$ cat src/rtl/booth_mult_scheduler.sv
// Round-robin scheduler that shares one fixed-latency 16x16 multiplier among NREQ requesters,
// tagging each issued op with its requester ID and returning products in issue order.
module booth_mult_scheduler #(
    parameter int unsigned NREQ = 4,
    parameter int unsigned LAT  = 2,
    parameter int unsigned IDW  = 2
) (
    input  logic                 clk,
    input  logic                 rst,
    input  logic [NREQ-1:0]      req_valid,
    input  logic [16*NREQ-1:0]   req_a,
    input  logic [16*NREQ-1:0]   req_b,
    output logic [NREQ-1:0]      req_ready,
    input  logic                 hold,
    output logic                 halted,
    output logic                 mul_en,
    output logic [15:0]          mul_a,
    output logic [15:0]          mul_b,
    input  logic [31:0]          mul_prod,
    output logic                 resp_valid,
    output logic [IDW-1:0]       resp_id,
    output logic [31:0]          resp_prod,
    output logic [2:0]           inflight,
    output logic [15:0]          ops_done
);

    typedef enum logic [1:0] {RUN, DRAIN, HALT} state_t;

    state_t         state;
    logic [IDW-1:0] rr_ptr;
    logic [IDW-1:0] grant_id;
    logic [IDW-1:0] scan_id;
    logic           grant_any;
    logic           handshake;
    logic [IDW-1:0] issue_id;
    logic [LAT-1:0] tag_v;
    logic [IDW-1:0] tag_id [LAT];
    logic [15:0]    a_arr  [NREQ];
    logic [15:0]    b_arr  [NREQ];

    genvar gi;
    generate
        for (gi = 0; gi < NREQ; gi++) begin : g_unpack
            assign a_arr[gi] = req_a[16*gi+15:16*gi];
            assign b_arr[gi] = req_b[16*gi+15:16*gi];
        end
    endgenerate

    // Search starts at rr_ptr and wraps; the first valid requester wins.
    always_comb begin
        grant_any = 1'b0;
        grant_id  = '0;
        scan_id   = '0;
        req_ready = '0;
        for (int unsigned k = 0; k < NREQ; k++) begin
            scan_id = IDW'((32'(rr_ptr) + k) % NREQ);
            if (!grant_any && req_valid[scan_id]) begin
                grant_any = 1'b1;
                grant_id  = scan_id;
            end
        end
        if (!rst && state == RUN && grant_any)
            req_ready[grant_id] = 1'b1;
    end

    assign handshake = |(req_valid & req_ready);

    always_ff @(posedge clk or posedge rst) begin
        if (rst) begin
            state      <= RUN;
            halted     <= 1'b0;
            rr_ptr     <= '0;
            mul_en     <= 1'b0;
            mul_a      <= '0;
            mul_b      <= '0;
            issue_id   <= '0;
            tag_v      <= '0;
            for (int unsigned k = 0; k < LAT; k++)
                tag_id[k] <= '0;
            resp_valid <= 1'b0;
            resp_id    <= '0;
            resp_prod  <= '0;
            inflight   <= '0;
            ops_done   <= '0;
        end else begin
            mul_en <= handshake;
            if (handshake) begin
                mul_a    <= a_arr[grant_id];
                mul_b    <= b_arr[grant_id];
                issue_id <= grant_id;
                rr_ptr   <= (32'(grant_id) == NREQ - 1) ? '0 : grant_id + 1'b1;
            end

            tag_v[0]  <= mul_en;
            tag_id[0] <= issue_id;
            for (int unsigned k = 1; k < LAT; k++) begin
                tag_v[k]  <= tag_v[k-1];
                tag_id[k] <= tag_id[k-1];
            end

            resp_valid <= tag_v[LAT-1];
            if (tag_v[LAT-1]) begin
                resp_id   <= tag_id[LAT-1];
                resp_prod <= mul_prod;
            end

            if (handshake && !resp_valid)
                inflight <= inflight + 3'd1;
            else if (!handshake && resp_valid)
                inflight <= inflight - 3'd1;

            if (resp_valid)
                ops_done <= ops_done + 16'd1;

            case (state)
                RUN: begin
                    if (hold) state <= DRAIN;
                    halted <= 1'b0;
                end
                DRAIN: begin
                    if (!hold) begin
                        state  <= RUN;
                        halted <= 1'b0;
                    end else if (inflight == '0 && tag_v == '0) begin
                        state  <= HALT;
                        halted <= 1'b1;
                    end
                end
                HALT: begin
                    if (!hold) begin
                        state  <= RUN;
                        halted <= 1'b0;
                    end
                end
                default: begin
                    state  <= RUN;
                    halted <= 1'b0;
                end
            endcase
        end
    end

endmodule

$ cat config.mk
export PLATFORM = sky130hd
export DESIGN_NAME = booth_mult_scheduler
export DESIGN_NICKNAME = d
export VERILOG_FILES = /design/src/rtl/booth_mult_scheduler.sv
export SDC_FILE = /design/constraint.sdc
export NUM_CORES = 1
export LEC_CHECK = 0
export CAP_MARGIN = 10
export CORE_MARGIN = 2
export CORE_UTILIZATION = 55
export DETAILED_ROUTE_END_ITERATION = 6
export DONT_BUFFER_PORTS = 1
export PLACE_DENSITY = 0.73
export SYNTH_ARGS = -nofsm -noshare
export SYNTH_HDL_FRONTEND = slang
export SYNTH_SLANG_ARGS = --single-unit
$ cat constraint.sdc
create_clock -name clk -period 3.4 [get_ports clk]
set_input_delay 0.68 -clock clk [delete_from_list [all_inputs] [get_ports clk]]
set_output_delay 0.68 -clock clk [all_outputs]
set_load 0.005 [all_outputs]
# Word-level counts from Yosys, hierarchy flattened
# Index checks and enable logic that the tools add are counted.
# op_classes
add_sub_neg	7
n_lt_le_gt_ge	7
eq_ne	6
n_mux	37
bitwise_logic	2
reduce_logical	22
# ops
op	n
binary-select mux 16 bit (select 2 bit)	2
two-way mux 16 bit	4
two-way mux 2 bit	9
adder 16 x 1 -> 16 bit, second input constant	1
less-than comparator 2 x 3 -> 1 bit, second input constant	5
two-way mux 1 bit	12
logical AND 1 bit	9
binary-select mux 1 bit (select 2 bit)	4
zero test 1 bit	6
two-way mux 3 bit	2
case mux 2 bit (3 select lines)	1
adder 2 x 1 -> 2 bit, second input constant	2
adder 2 bit, second input constant	2
bitwise AND 4 bit	1
equality test 2 bit, second input constant	2
zero test 2 bit	2
two-way mux 4 bit	1
!= test 2 bit, second input constant	2
OR reduction 4 bit	1
adder 3 x 1 -> 3 bit, second input constant	1
>= comparator 3 bit, second input constant	1
zero test 3 bit	1
!= test 3 bit, second input constant	1
inverter 2 -> 3 bit	1
8 further kinds	8
# word_totals
regBits	100
in_bits	167
output_inout_bits	92
elab_cells	96

# Depth between registers and ports, before layout
# Gate-level depths: netlist (run 1).
# logic_depth
word_depth	23
ltp_mapped	10
depth_no_buf	9

# Worst setup path after synthesis (run 1)
# OpenSTA, ideal clock, no wires.
# synth_path
kind	input to output
start	input req_valid[1]
end	output req_ready[0]
arrival_time_ps	1763
t_required_ps	2720
path_slack_ps	957
cell_stages	7
path_cell_list	nor2_1 a2111o_1 buf_6 inv_6 o21ai_4 buf_6 nor2_1
# synth_between
elab_chain_len	17
# synth_rtl
element	line	source
from (decl)	10	input logic [NREQ-1:0] req_valid,
binary-select mux 1 bit (select 2 bit)	57	if (!grant_any && req_valid[scan_id]) begin
two-way mux 1 bit (implied by the code)	57	
two-way mux 1 bit	57	
zero test 1 bit	57	
logical AND 1 bit	57	
two-way mux 1 bit	57	
zero test 1 bit	57	
logical AND 1 bit	57	
two-way mux 1 bit	57	
zero test 1 bit	57	
logical AND 1 bit	57	
two-way mux 2 bit	57	
less-than comparator 2 x 3 -> 1 bit (implied by the code) / >= comparator 2 x 1 -> 1 bit (equally long branches)	63	req_ready[grant_id] = 1'b1;
logical AND 1 bit (implied by the code)	63	
two-way mux 1 bit (implied by the code)	63	
demux 1 bit (select 2 bit)	63	
two-way mux 4 bit *	62	if (!rst && state == RUN && grant_any)
to (decl)	13	output logic [NREQ-1:0] req_ready,
# Every way passes the cells marked *; elsewhere a longest branch is shown, timed or not. The select of a mux whose other input is x is not followed.

# Worst setup path after layout (run 1)
# layout_path
start	register rr_ptr[1]
end	output req_ready[2]
# layout_between
elab_chain_len	17
# layout_rtl
element	line	source
from (decl)	30	logic [IDW-1:0] rr_ptr;
from (signal assigned)	91	rr_ptr <= (32'(grant_id) == NREQ - 1) ? '0 : grant_id + 1'b1;
parallel branches: the longest is 16 deep, another holds less-than comparator 2 x 3 -> 1 bit	n/a	
two-way mux 4 bit *	62	
# Every way passes the cells marked *. The select of a mux whose other input is x is not followed.

==> results of run 1 <==
[cells by family (layout without fill, tap and decap cells)]
family | count (synthesis) | in the layout | share of synthesized area, %
other cells | 0 | 1 | 0
compound gates | 106 | 106 | 17.15
simple gates | 113 | 113 | 11.23
fa+ha+maj | 3 | 3 | 0.8769
flops | 100 | 100 | 48.72
buf+inv | 38 | 32 | 4.263
xor+xnor | 19 | 19 | 3.240
mux | 70 | 70 | 14.52
[where the power goes]
group | switching [mW] | internal, mW | total (mW) | leakage, nW
sequential | 0.394 | 1.58 | 1.98 | 1.24
combinational | 0.584 | 0.540 | 1.12 | 1.12
clock | 0.449 | 0.287 | 0.736 | 0.0962
total | 1.43 | 2.41 | 3.84 | 2.45
[worst max-delay path by stage]
stage | endpoint | slack, ps | depth (start not counted)
floorplan | halted$_DFFE_PP0P_ | 100 | 1
global placement | inflight[2]$_DFFE_PP0P_ | 950 | 9
detailed placement | inflight[1]$_DFFE_PP0P_ | 890 | 7
CTS | req_ready[2] | 810 | 5
global route | req_ready[2] | 700 | 5
finish | req_ready[2] | 820 | 5
[area by class of cell]
| cell class | count | area [um^2] | share of cell area (%) |
|---|---|---|---|
| timing repair buffer | 11 | 82.58 | 1.536 |
| inverter | 5 | 26.28 | 0.4887 |
| antenna | 1 | 2.502 | 0.04654 |
| clock buffer | 9 | 123.9 | 2.304 |
| tap | 111 | 138.9 | 2.583 |
| sequential | 100 | 2502 | 46.54 |
| multi-input combinational | 311 | 2427 | 45.15 |
| clock inverter | 7 | 72.57 | 1.350 |
[critical path, delay by kind of cell (launching register included)]
kind | cells | cell delay [ps]
flops | 1 | 460
compound gates | 1 | 90
mux | 1 | 320
buf+inv | 1 | 250
simple gates | 2 | 410
[per-layer routing]
metal	up-vias	GRT usage, %
li1	1577	-
met1	1632	25.43
met2	178	38.21
met3	25	6.727
met4	0	8.114
met5	-	0
[cell usage in the layout (no fill, tap or decap), types with 3 or more instances in the layout]
cell	Yosys	routed
xnor2_1	13	13
nand3_1	5	5
nor2_1	9	9
mux2_2	36	36
and3_1	34	34
xor2_1	6	6
clkbuf_8	0	9
a21boi_0	32	32
nand2_1	47	47
o211ai_1	3	3
mux2i_1	34	34
o21ai_1	31	31
dfrtp_1	100	100
o211ai_2	29	29
buf_4	2	11
inv_1	4	3
clkinv_4	0	3
nand4_1	3	3
[through the flow]
| step | setup WS, ps | power, mW | cells | area (um^2) | hold slack (ps) |
|---|---|---|---|---|---|
| final | 815.9 | 3.839 | 555 | 5376 | 307.7 |
| after CTS | 813.2 | 3.869 | 554 | 5374 | 340.9 |
| after detailed placement | 894.4 | 3.141 | 538 | 5177 | 338.7 |
| after global routing | 699.4 | 4.103 | 555 | 5376 | 359.5 |
| after floorplan | 101.2 | 2.870 | 449 | 5136 | 331.2 |
| after global placement | 949.6 | 3.080 | 538 | 5177 | 332.0 |
[sequential cells by signal (all words and copies together) (netlist names)]
register / count
halted: 1
inflight: 3
issue_id: 2
mul_a: 16
mul_b: 16
mul_en: 1
ops_done: 16
resp_id: 2
resp_prod: 32
resp_valid: 1
rr_ptr: 2
state: 2
tag_id: 4
tag_v: 2
==> impl_metrics.yaml, run 1 <==
run_status:
  status: "completed"
critical_path:
  cp-end-kind: "output port"
  critPathLaunchType: "register"
  cp.required_ps: 2720
  path_class: "register to output port"
  worstSetupStartpoint: "rr_ptr[1]$_DFFE_PP0N_"
  crit_chain: "mux2i_1, a2bb2oi_4, and2_2, buf_4, nor2b_1"
  r2r_end: "inflight[2]$_DFFE_PP0P_"
  cpPeakStageDelay_ps: 460
  slowest_stage: "dfrtp_1"
  crit_fanout: 24
  arrival_ps: 1900
  ff2ff_path_depth: 8
  r2r_start: "state[1]$_DFFE_PP0P_"
  r2r_slack_ps: 1180
routing:
  wl_met3_mm: 1.016
  dr.pass1.iters: 4
  drtIter0Drc: 81
  ant_nets: 0
  vias_per_cell: 6.148
  wl_mm: 11.39
  m1WireLength_mm: 4.351
  dr_wl_met2_mm: 5.759
  topRoutingLayerUsed: "met4"
  drcViolationCount: 0
  route.vias.total: 3412
  wl_per_cell_um: 20.53
die:
  num_io_pins: 259
  core_um2: 9153
  rows: 35
  start_util_pct: 56.12
  die_w_um: 100.6
  die_h_um: 100.6
  dieArea_um2: 10130
synthesis:
  ys_async_sr_fraction_pct: 100.0
  synth_top_area_cell: "dfrtp_1"
  syn_nets: 619
  syn_area_um2: 5136
  synth_cells: 449
  avgSynthCellArea_um2: 11.44
  synth_edf_count: 0
  yosysSeqAreaShare_pct: 48.72
  yosysTopAreaCellShare_pct: 48.72
  synth-seq-cells: 100
  synth_area_leaders: "dfrtp_1 (49%), mux2_2 (7.9%), o211ai_2 (7.1%), mux2i_1 (6.6%), a21boi_0 (4.7%)"
  synth_warnings: 0
  synth_common_cells: "dfrtp_1 (100), nand2_1 (47), mux2_2 (36), and3_1 (34), mux2i_1 (34)"
  ys_types: 41
  synth_flop_cell: "dfrtp_1"
  yosysMostFrequentCell: "dfrtp_1"
power_and_ir_drop:
  ir_drop_mv: 0.3263
  powerDensity_nw_per_um2: 714.1
  leakagePower_nw: 2.447
clock_network:
  clk_latency_ps: 360
  numCtsBuffers: 9
  cts_setup_buffers: 0
  root_buffer: "clkbuf_8"
  cts_tree: "built"
  clkTransAtPathRegs_ps: 110
  clock_path_buffers: 2
  cts_hold_buf: 0
  clock_sinks: 100
  htreeDepth: 3
  cts_resized: 0
run:
  maxCapViolCount: 0
sta:
  finClkSkew_ps: 16.77
  setup_viol: 0
  worst_pin_slew_ps: 766.9
  finalCriticalPeriod_ps: 2584
  hold_viol_final: 0
  relSlewSlack_pct: 48.40
  fin_crit_sh_pct: 76.00
  rsz0062_at_grt: "no"
  tns_ps: 0
  max_freq_mhz: 387.0
  drv_slew: 0
global_route:
  grt_max_degree: 65
  antenna_found_initial: 1
  first_global_vias: 3537
  grt_overflow: 0
  grt_pass1_wl_mm: 17.47
  track_usage_pct: 21.95
cells_and_area:
  layout-drive-gt1-share_pct: 22.57
  fillerInstances: 741
  syn_to_final_growth_pct: 4.677
  finish.utilization_pct: 58.74
  nets: 608
worst_hold_path:
  hold_class: "input pin to asynchronous set/reset pin"
place:
  dp_hpwl_mm: 8.660
  place.gp.congestion: 0.7819
  io_buffers: 0
No activity file was read; power rests on OpenSTA's default activity.
==> run 2: changes to the inputs <==
==> constraint.sdc (replaced) <==
create_clock -name clk -period 2.19 [get_ports clk]
set_input_delay 0.438 -clock clk [delete_from_list [all_inputs] [get_ports clk]]
set_output_delay 0.438 -clock clk [all_outputs]
set_load 0.005 [all_outputs]
==> run 2 against run 1 <==
  * The flow now finishes with violations (negative hold slack)
  * Combinational power grew 72%
  * First-iteration DRC count shrank 17%
  * Via count is 1.7% higher
  * Utilization increased by 2.7 points
  * Critical path depth is 1 lower
  * Clock power up 74%
  * Register-to-register slack lost 1100 ps
  * Clock-buffer cell count stayed put
  * Setup slack worse by 760 ps
  * Sequential share of layout area down 2.0 points
  * Design area is 4.6% higher
==> impl_metrics.yaml, run 2 (same netlist as run 1, synthesis figures left out) <==
routing:
  vias_per_cell: 6.129
  dr.pass1.iters: 4
  ant_nets: 0
  route.vias.total: 3469
  drcViolationCount: 0
  wl_mm: 11.99
  drtIter0Drc: 67
  wl_per_cell_um: 21.18
power_and_ir_drop:
  switching_share_pct: 36.79
  intPower_mw: 3.989
  p_comb_share_pct: 30.5
  leakagePower_nw: 2.555
  powerDensity_nw_per_um2: 1122
  ir_drop_mv: 0.4825
  p_clk_share_pct: 20.3
  finalPower_mw: 6.311
  p_seq_share_pct: 49.2
  netSwitchingPower_mw: 2.322
clock_network:
  clk_latency_ps: 360
  cts_tree: "built"
  numCtsBuffers: 9
  clock_sinks: 100
  clock_path_buffers: 2
  htreeDepth: 3
  root_buffer: "clkbuf_8"
  cts_hold_buf: 0
  clkTransAtPathRegs_ps: 120
run_status:
  status: "complete, but fails checks"
  violations: "negative hold slack"
critical_path:
  crit_chain: "a2111o_1, buf_6, nor3_4, nor2b_4"
  slowest_stage: "a2111o_1"
  cp_top_family: "compound AO/OA/AOI/OAI gates"
  path_class: "register to output port"
  crit_buf_inv: 1
  cp-end-kind: "output port"
  r2r_start: "state[0]$_DFFE_PP0P_"
  worstSetupStartpoint: "state[0]$_DFFE_PP0P_"
  r2r_slack_ps: 120
  r2r_end: "inflight[2]$_DFFE_PP0P_"
  endpoint: "req_ready[2]"
  critPathLaunchType: "register"
  ff2ff_path_depth: 9
  arrival_ps: 1700
  cp.required_ps: 1750
  cp.depth: 4
  crit_fanout: 4
  cpPeakStageDelay_ps: 450
die:
  num_io_pins: 259
  dieArea_um2: 10130
  start_util_pct: 56.12
  core_um2: 9153
  die_h_um: 100.6
  die_w_um: 100.6
  rows: 35
sta:
  worst_pin_slew_ps: 586.1
  hold_viol_final: 4
  setup_viol: 0
  rsz0062_at_grt: "yes"
  hold_slack_ps: -13.86
  fin_ws_ps: 54.73
  drv_slew: 0
  finalCriticalPeriod_ps: 2135
  max_freq_mhz: 468.3
  relSlewSlack_pct: 60.85
  fin_crit_sh_pct: 97.50
  finClkSkew_ps: 17.30
cells_and_area:
  finish.utilization_pct: 61.45
  syn_to_final_growth_pct: 9.501
  layout-drive-gt1-share_pct: 27.03
  largest_register: "resp_prod"
  fillerInstances: 724
  final_common_cell: "dfrtp_1"
  regArea_um2: 2505
  nets: 620
  antenna_cells: 0
  multi_input_area_um2: 2490
  final_cell_mix: "dfrtp_1 (98), nand2_1 (46), mux2_2 (36)"
  largest_reg_flops: 32
place:
  dp_hpwl_mm: 9.051
  place_ws_ps: 74.39
  place.gp.congestion: 0.9200
  io_buffers: 0
global_route:
  grt_pass1_wl_mm: 18.25
  antenna_found_initial: 0
  grt_overflow: 0
  grt_max_degree: 65
  track_usage_pct: 23.33
  first_global_vias: 3548
worst_hold_path:
  hold_class: "input pin to asynchronous set/reset pin"
run:
  maxCapViolCount: 0
[run 2: worst min-delay path by stage]
stage	startpoint	end	slack [ps]	depth (start not counted)
floorplan	tag_id[2]$_DFF_PP0_	tag_id[0]$_DFF_PP0_	330	0
global placement	tag_id[2]$_DFF_PP0_	tag_id[0]$_DFF_PP0_	340	0
detailed placement	tag_id[2]$_DFF_PP0_	tag_id[0]$_DFF_PP0_	340	0
CTS	rst	halted$_DFFE_PP0P_	2	1
global route	rst	resp_id[1]$_DFFE_PP0P_	20	1
finish	rst	resp_id[1]$_DFFE_PP0P_	-10	1
[run 2: what timing repair did]
action	in CTS	in global routing
pin swaps	4	3
setup buffers	6	1
resized for setup	8	10
endpoints found under the setup margin	4	3
[run 2: layer usage]
metal,wire length (um),track usage [%],vias up
met5,0,0,-
met4,231,8.851,0
met3,987,7.212,21
met2,6254,40.87,152
met1,4513,26.64,1689
li1,-,-,1607
[run 2: power by group through the flow]
stage | logic (mW) | registers [mW] | clock network (mW)
floorplan | 1.57 | 2.90 | 0
global placement | 1.75 | 3.12 | 0
detailed placement | 1.84 | 3.14 | 0
CTS | 1.91 | 3.11 | 1.31
global route | 2.14 | 3.18 | 1.38
finish | 1.93 | 3.11 | 1.28
[run 2: metrics by stage]
step | area (um^2) | TNS (ps) | cells
global route | 5624 | -67.03 | 566
CTS | 5575 | 0 | 565
floorplan | 5155 | 0 | 449
detailed placement | 5281 | 0 | 543
finish | 5624 | 0 | 566
global placement | 5281 | 0 | 543
[run 2: layout make-up]
cell class,instances,area share (%)
Sequential cell,100,44.54
Multi-Input combinational cell,311,44.27
Timing Repair Buffer,23,4.160
Tap cell,111,2.469
Clock buffer,9,2.202
Clock inverter,7,1.824
Inverter,5,0.5339
==> run 3: changes to the inputs <==
--- a/config.mk
+++ b/config.mk
@@ -10,7 +10,8 @@
 export CORE_UTILIZATION = 55
 export DETAILED_ROUTE_END_ITERATION = 6
 export DONT_BUFFER_PORTS = 1
-export PLACE_DENSITY = 0.73
+export PLACE_DENSITY = 0.72
+export SKIP_LAST_GASP = 1
 export SYNTH_ARGS = -nofsm -noshare
 export SYNTH_HDL_FRONTEND = slang
 export SYNTH_SLANG_ARGS = --single-unit
==> run 3 against run 2 <==
  * The run now ends clean
  * Highest routed layer is now met5
  * Total power is essentially flat
  * Largest power group unchanged
  * Non-clock buffer count grew 5
  * Largest cell class unchanged
  * Critical path depth grew 2
  * Sequential share of layout area shrank 0.069 points
  * Clock power grew 4%
  * Setup slack lost 51 ps
  * Critical path type unchanged
  * Combinational power is essentially flat
  * Flip-flop and latch count is the same
==> impl_metrics.yaml, run 3 (same netlist as run 1, synthesis figures left out) <==
run_status:
  status: "completed"
cells_and_area:
  finalNonFillerCells: 571
  layout-drive-gt1-share_pct: 27.17
  fin_area_um2: 5633
  largest_register: "resp_prod"
  fillerInstances: 751
  final_common_cell: "dfrtp_1"
  final_cell_mix: "dfrtp_1 (98), nand2_1 (46), mux2_2 (36)"
  largest_reg_flops: 32
  nets: 625
  syn_to_final_growth_pct: 9.671
  antenna_cells: 0
power_and_ir_drop:
  finalPower_mw: 6.312
  powerDensity_nw_per_um2: 1121
  leakagePower_nw: 2.572
  ir_drop_mv: 0.4837
critical_path:
  path_class: "register to output port"
  crit_fanout: 5
  crit_chain: "a2111o_1, buf_6, inv_8, nand2_4, nor3_2, buf_4"
  cpPeakStageDelay_ps: 450
  critPathLaunchType: "register"
  arrival_ps: 1750
  cp.required_ps: 1750
  cp-end-kind: "output port"
  slowest_stage: "a2111o_1"
sta:
  relSlewSlack_pct: 42.47
  finClkSkew_ps: 13.27
  drv_slew: 0
  worst_pin_slew_ps: 860.1
  max_freq_mhz: 457.5
  setup_viol: 0
  rsz0062_at_grt: "yes"
  finalCriticalPeriod_ps: 2186
  fin_crit_sh_pct: 99.81
  hold_viol_final: 0
routing:
  drcViolationCount: 0
  route.vias.total: 3510
  drtIter0Drc: 76
  wl_mm: 12.01
  wl_per_cell_um: 21.03
  vias_per_cell: 6.147
  dr.pass1.iters: 4
  ant_nets: 0
global_route:
  grt_pass1_wl_mm: 17.93
  first_global_vias: 3429
  grt.met2_usage_pct: 40.10
  grt_max_degree: 65
  antenna_found_initial: 1
  use_met1_pct: 26.90
  grt_overflow: 0
  grtUsageMet3_pct: 6.657
  track_usage_pct: 23.04
  top_usage_layer: "met2"
clock_network:
  clk_latency_ps: 360
  clock_path_buffers: 2
  root_buffer: "clkbuf_8"
  clock_sinks: 100
  numCtsBuffers: 9
  cts_tree: "built"
  clkTransAtPathRegs_ps: 110
  htreeDepth: 3
die:
  start_util_pct: 56.12
  die_w_um: 100.6
  dieArea_um2: 10130
  die_h_um: 100.6
  rows: 35
  core_um2: 9153
  num_io_pins: 259
place:
  post_dp_cell_area_um2: 5284
  placed_cells: 545
  place.gp.congestion: 0.8414
  dp_hpwl_mm: 8.987
  io_buffers: 0
run:
  maxCapViolCount: 0
worst_hold_path:
  hold_class: "input pin to asynchronous set/reset pin"
## run 3: worst max-delay path: cells and delay by family, from the launching register on
| family | cells | cell delay (ps) |
|---|---|---|
| buf+inv | 3 | 360 |
| simple gates | 2 | 150 |
| flops | 1 | 430 |
| compound gates | 1 | 450 |
## run 3: repair_timing
item | in CTS | in global routing
hold buffers | 1 | 0
resized for setup | 11 | 3
setup endpoints to repair | 4 | 6
endpoints found under the hold margin | 20 | 0
buffers inserted | 5 | 4
pin swaps | 4 | 7
## run 3: layout make-up
cell class	instances	area [um^2]	area share, %
Timing Repair Buffer	28	261.5	4.642
Multi-Input combinational cell	311	2466	43.78
Sequential cell	100	2505	44.47
Clock inverter	7	107.6	1.910
Clock buffer	9	123.9	2.199
Tap cell	111	138.9	2.466
Inverter	5	30.03	0.5331
## run 3: worst paths after layout
check                                            to  slack (ps)  cells after the start                  from
hold / removal              ops_done[0]$_DFFE_PP0P_          70                      2                   rst
setup reg to reg            inflight[2]$_DFFE_PP0P_          10                     10  state[0]$_DFFE_PP0P_
max in group asynchronous  ops_done[15]$_DFFE_PP0P_         900                      2                   rst
hold reg to reg                 tag_id[0]$_DFF_PP0_         360                      0   tag_id[2]$_DFF_PP0_
min in group clk                 halted$_DFFE_PP0P_         190                      1                  hold
setup / recovery                       req_ready[3]           4                      6  state[0]$_DFFE_PP0P_
## run 3: metal layers
metal  vias up  share of wire [%]  routed length (um)
met5         -               0.11                  13
met4         2                2.1                 255
met3        21                7.2                 862
met2       159                 53                6400
met1      1712                 37                4477
li1       1616                  -                   -
## run 3: stage by stage
step | hold slack, ps | util (%) | setup slack, ps | TNS [ps]
2_1_floorplan | 331.2 | - | 39.40 | 0
3_3_place_gp | 332.5 | 57.73 | 110.9 | 0
3_5_place_dp | 338.7 | 57.73 | 89.86 | 0
4_1_cts | 69.23 | 61.15 | -11.88 | -11.88
5_1_grt | 78.88 | 61.54 | -78.39 | -238.8
6_report | 66.38 | 61.54 | 4.118 | 0
## run 3: where the power goes
| part | leakage, nW | total [mW] | internal, mW | switching [mW] |
|---|---|---|---|---|
| registers | 1.23 | 3.08 | 2.46 | 0.619 |
| clock network | 0.113 | 1.33 | 0.664 | 0.662 |
| logic | 1.23 | 1.90 | 0.946 | 0.957 |
==> variant (flow settings as in run 2) <==
Encoding of `state_t`: now one-hot (3 bits for 3 states).
--- a/src/rtl/booth_mult_scheduler.sv
+++ b/src/rtl/booth_mult_scheduler.sv
@@ -26,3 +26,3 @@
 
-    typedef enum logic [1:0] {RUN, DRAIN, HALT} state_t;
+    typedef enum logic [2:0] {RUN = 3'b001, DRAIN = 3'b010, HALT = 3'b100} state_t;
 
Function: no difference found for any inputs over 4 cycles, from zero or initial values and one cycle with rst high; so few cycles prove little.
==> variant against run 2 <==
The flow finishes with violations (negative setup slack). Cell area fell by 1.8%. Sequential power is 1% higher. Combinational power down 2%. Via count increased by 1.2%. Count of clock-buffer cells in the layout unchanged. Register-to-register slack got worse by 90 ps. Area after synthesis shrank 2.8%. Wire length down 5.0%. Worst setup slack got worse by 91 ps. Utilization grew 1.6 points. Sequential cell count increased by 1. Total power down 2.5%. Critical endpoint is now req_ready[3]. Largest cell class unchanged.
==> variant: results (changes against run 2) <==
- # placed instances: 544 (+0.18%)
- Hold slack: 27.7 ps (+41.5 ps)
- Fill cells: 701 (-3.2%)
- Register area: 2530 um2 (+1.1%)
- FFs & Latches: 101 (+1.0%)
- Post-Synthesis Cells: 453 (+0.89%)
- Violated checks: negative setup slack
- Multi-input logic area: 2380 um2 (-4.5%)
- Setup bufs post-CTS: 12 (+6)
- DR vias: 3509 (+1.2%)
- Proportion of synthesized area in mux cells: 0.147 (+0.00211)
- Combinational power share: 0.308 (+0.003)
- Final TNS setup: -74.1 ps (-74.1 ps)
- Post-synthesis compound-gate area fraction: 0.150 (-0.0217)
- Area contributors post-synth: dfrtp_1 (50%), mux2_2 (8.1%), mux2i_1 (6.6%), o211ai_1 (5.0%), a21boi_0 (4.4%)
- Synth unique cells: 39 (-4.9%)
- Worst VDD drop: 0.471 mV (-2.3%)
- Fin nets: 633 (+2.1%)
- WL per Instance: 19.7 um (-6.9%)
- RePlAce Congestion: 0.841 (-8.6%)
- Setup Skew: 11.8 ps (-5.50 ps)
- Warning count from the yosys run: 0 (unchanged)
- Sequential share of the synthesized area: 0.506 (+0.0191)
- Util after Layout: 0.630 (+0.0157)
- DP Area: 5130 um2 (-2.8%)
- Initial antenna violation count: 1 (+1)
- Synth Area in Adders: 0.00902 (+0.000248)
- First-pass GRT wire length: 18.3 mm (about the same)
- PnR worst setup slack: -36.1 ps (-90.8 ps)
- Status: complete, but fails checks
- Pre-CTS setup slack: 8.03 ps (-66.4 ps)
- Syn Nets: 623 (+0.65%)
- # diodes: 1 (+1)
- Synth Area in XOR/XNOR: 0.0351 (+0.00267)
- Pleak: 2.47 nW (-3.4%)
- Core area: 8760 um2 (-4.3%)
- Switching pwr: 2.23 mW (-4.0%)
- Worst-Margin Slew: 667 ps (+80.5 ps)
- Layout cell share with drive strength beyond 1: 0.224 (-0.0460)
- Worst setup path start: state[0]
- R2R cell count: 11 (+2)
- Clock-cell share: 0.0331 (-0.00719)
- Final setup vio count: 3 (+3)
- Combinational cell power: 1.89 mW (-2%)
- Reg with most FFs: resp_prod
- Drt initial violations: 118 (+76%)
- Post-CTS sizing: 17 (+9)
- Seq power: 3.15 mW (+1%)
- Comb_multi_in: 315 (+1.3%)
- Non-clk bufs: 31 (+35%)
- Synth top cells by count: dfrtp_1 (100), nand2_1 (46), mux2_2 (36)
- Final non-clock buffer share: 0.0489 (+0.00733)
- Vias in the first global route: 3606 (+1.6%)
- Reg2reg setup slack: 30 ps (-90 ps)
- WP data arrival: 1790 ps (+90 ps)
- Drt pass-1 iters: 4 (unchanged)
- GR Util All Layers: 0.233 (about the same)
- Post-DP HPWL: 8.29 mm (-8.4%)
- Clock transition at path regs: 100 ps (-20 ps)
- Final WL: 11.4 mm (-5.0%)
## variant: layer usage
layer	vias up	global-route usage	wire, um
met2	158	0.405	6010
met5	-	0	0
met3	16	0.0668	957
met4	0	0.0864	182
met1	1697	0.276	4230
li1	1638	-	-
## variant: cell families after synthesis
| logic type | count (synthesis) |
|---|---|
| multiplexers | 69 |
| buffers and inverters | 37 |
| AND/OR/NAND/NOR | 114 |
| flip-flops | 101 |
| adder cells (fa/ha/maj) | 3 |
| AO/OA/AOI/OAI | 109 |
| XOR/XNOR | 20 |
## variant: worst max path at each step
stage / to / depth (start not counted) / slack [ps]
detailed placement: inflight[2] / 9 / 8
global placement: inflight[2] / 9 / 50
global route: req_ready[3] / 7 / -180
CTS: req_ready[3] / 7 / -110
floorplan: inflight[2] / 10 / 20
finish: req_ready[3] / 7 / -40
## variant: worst max-delay path, stage by stage, from the launching register on
cell     delay [ps]
dfstp_2         540
nor4b_4         240
o41ai_4         150
inv_2            90
buf_6           110
nand2_4          60
nor3_4          120
buf_6           120
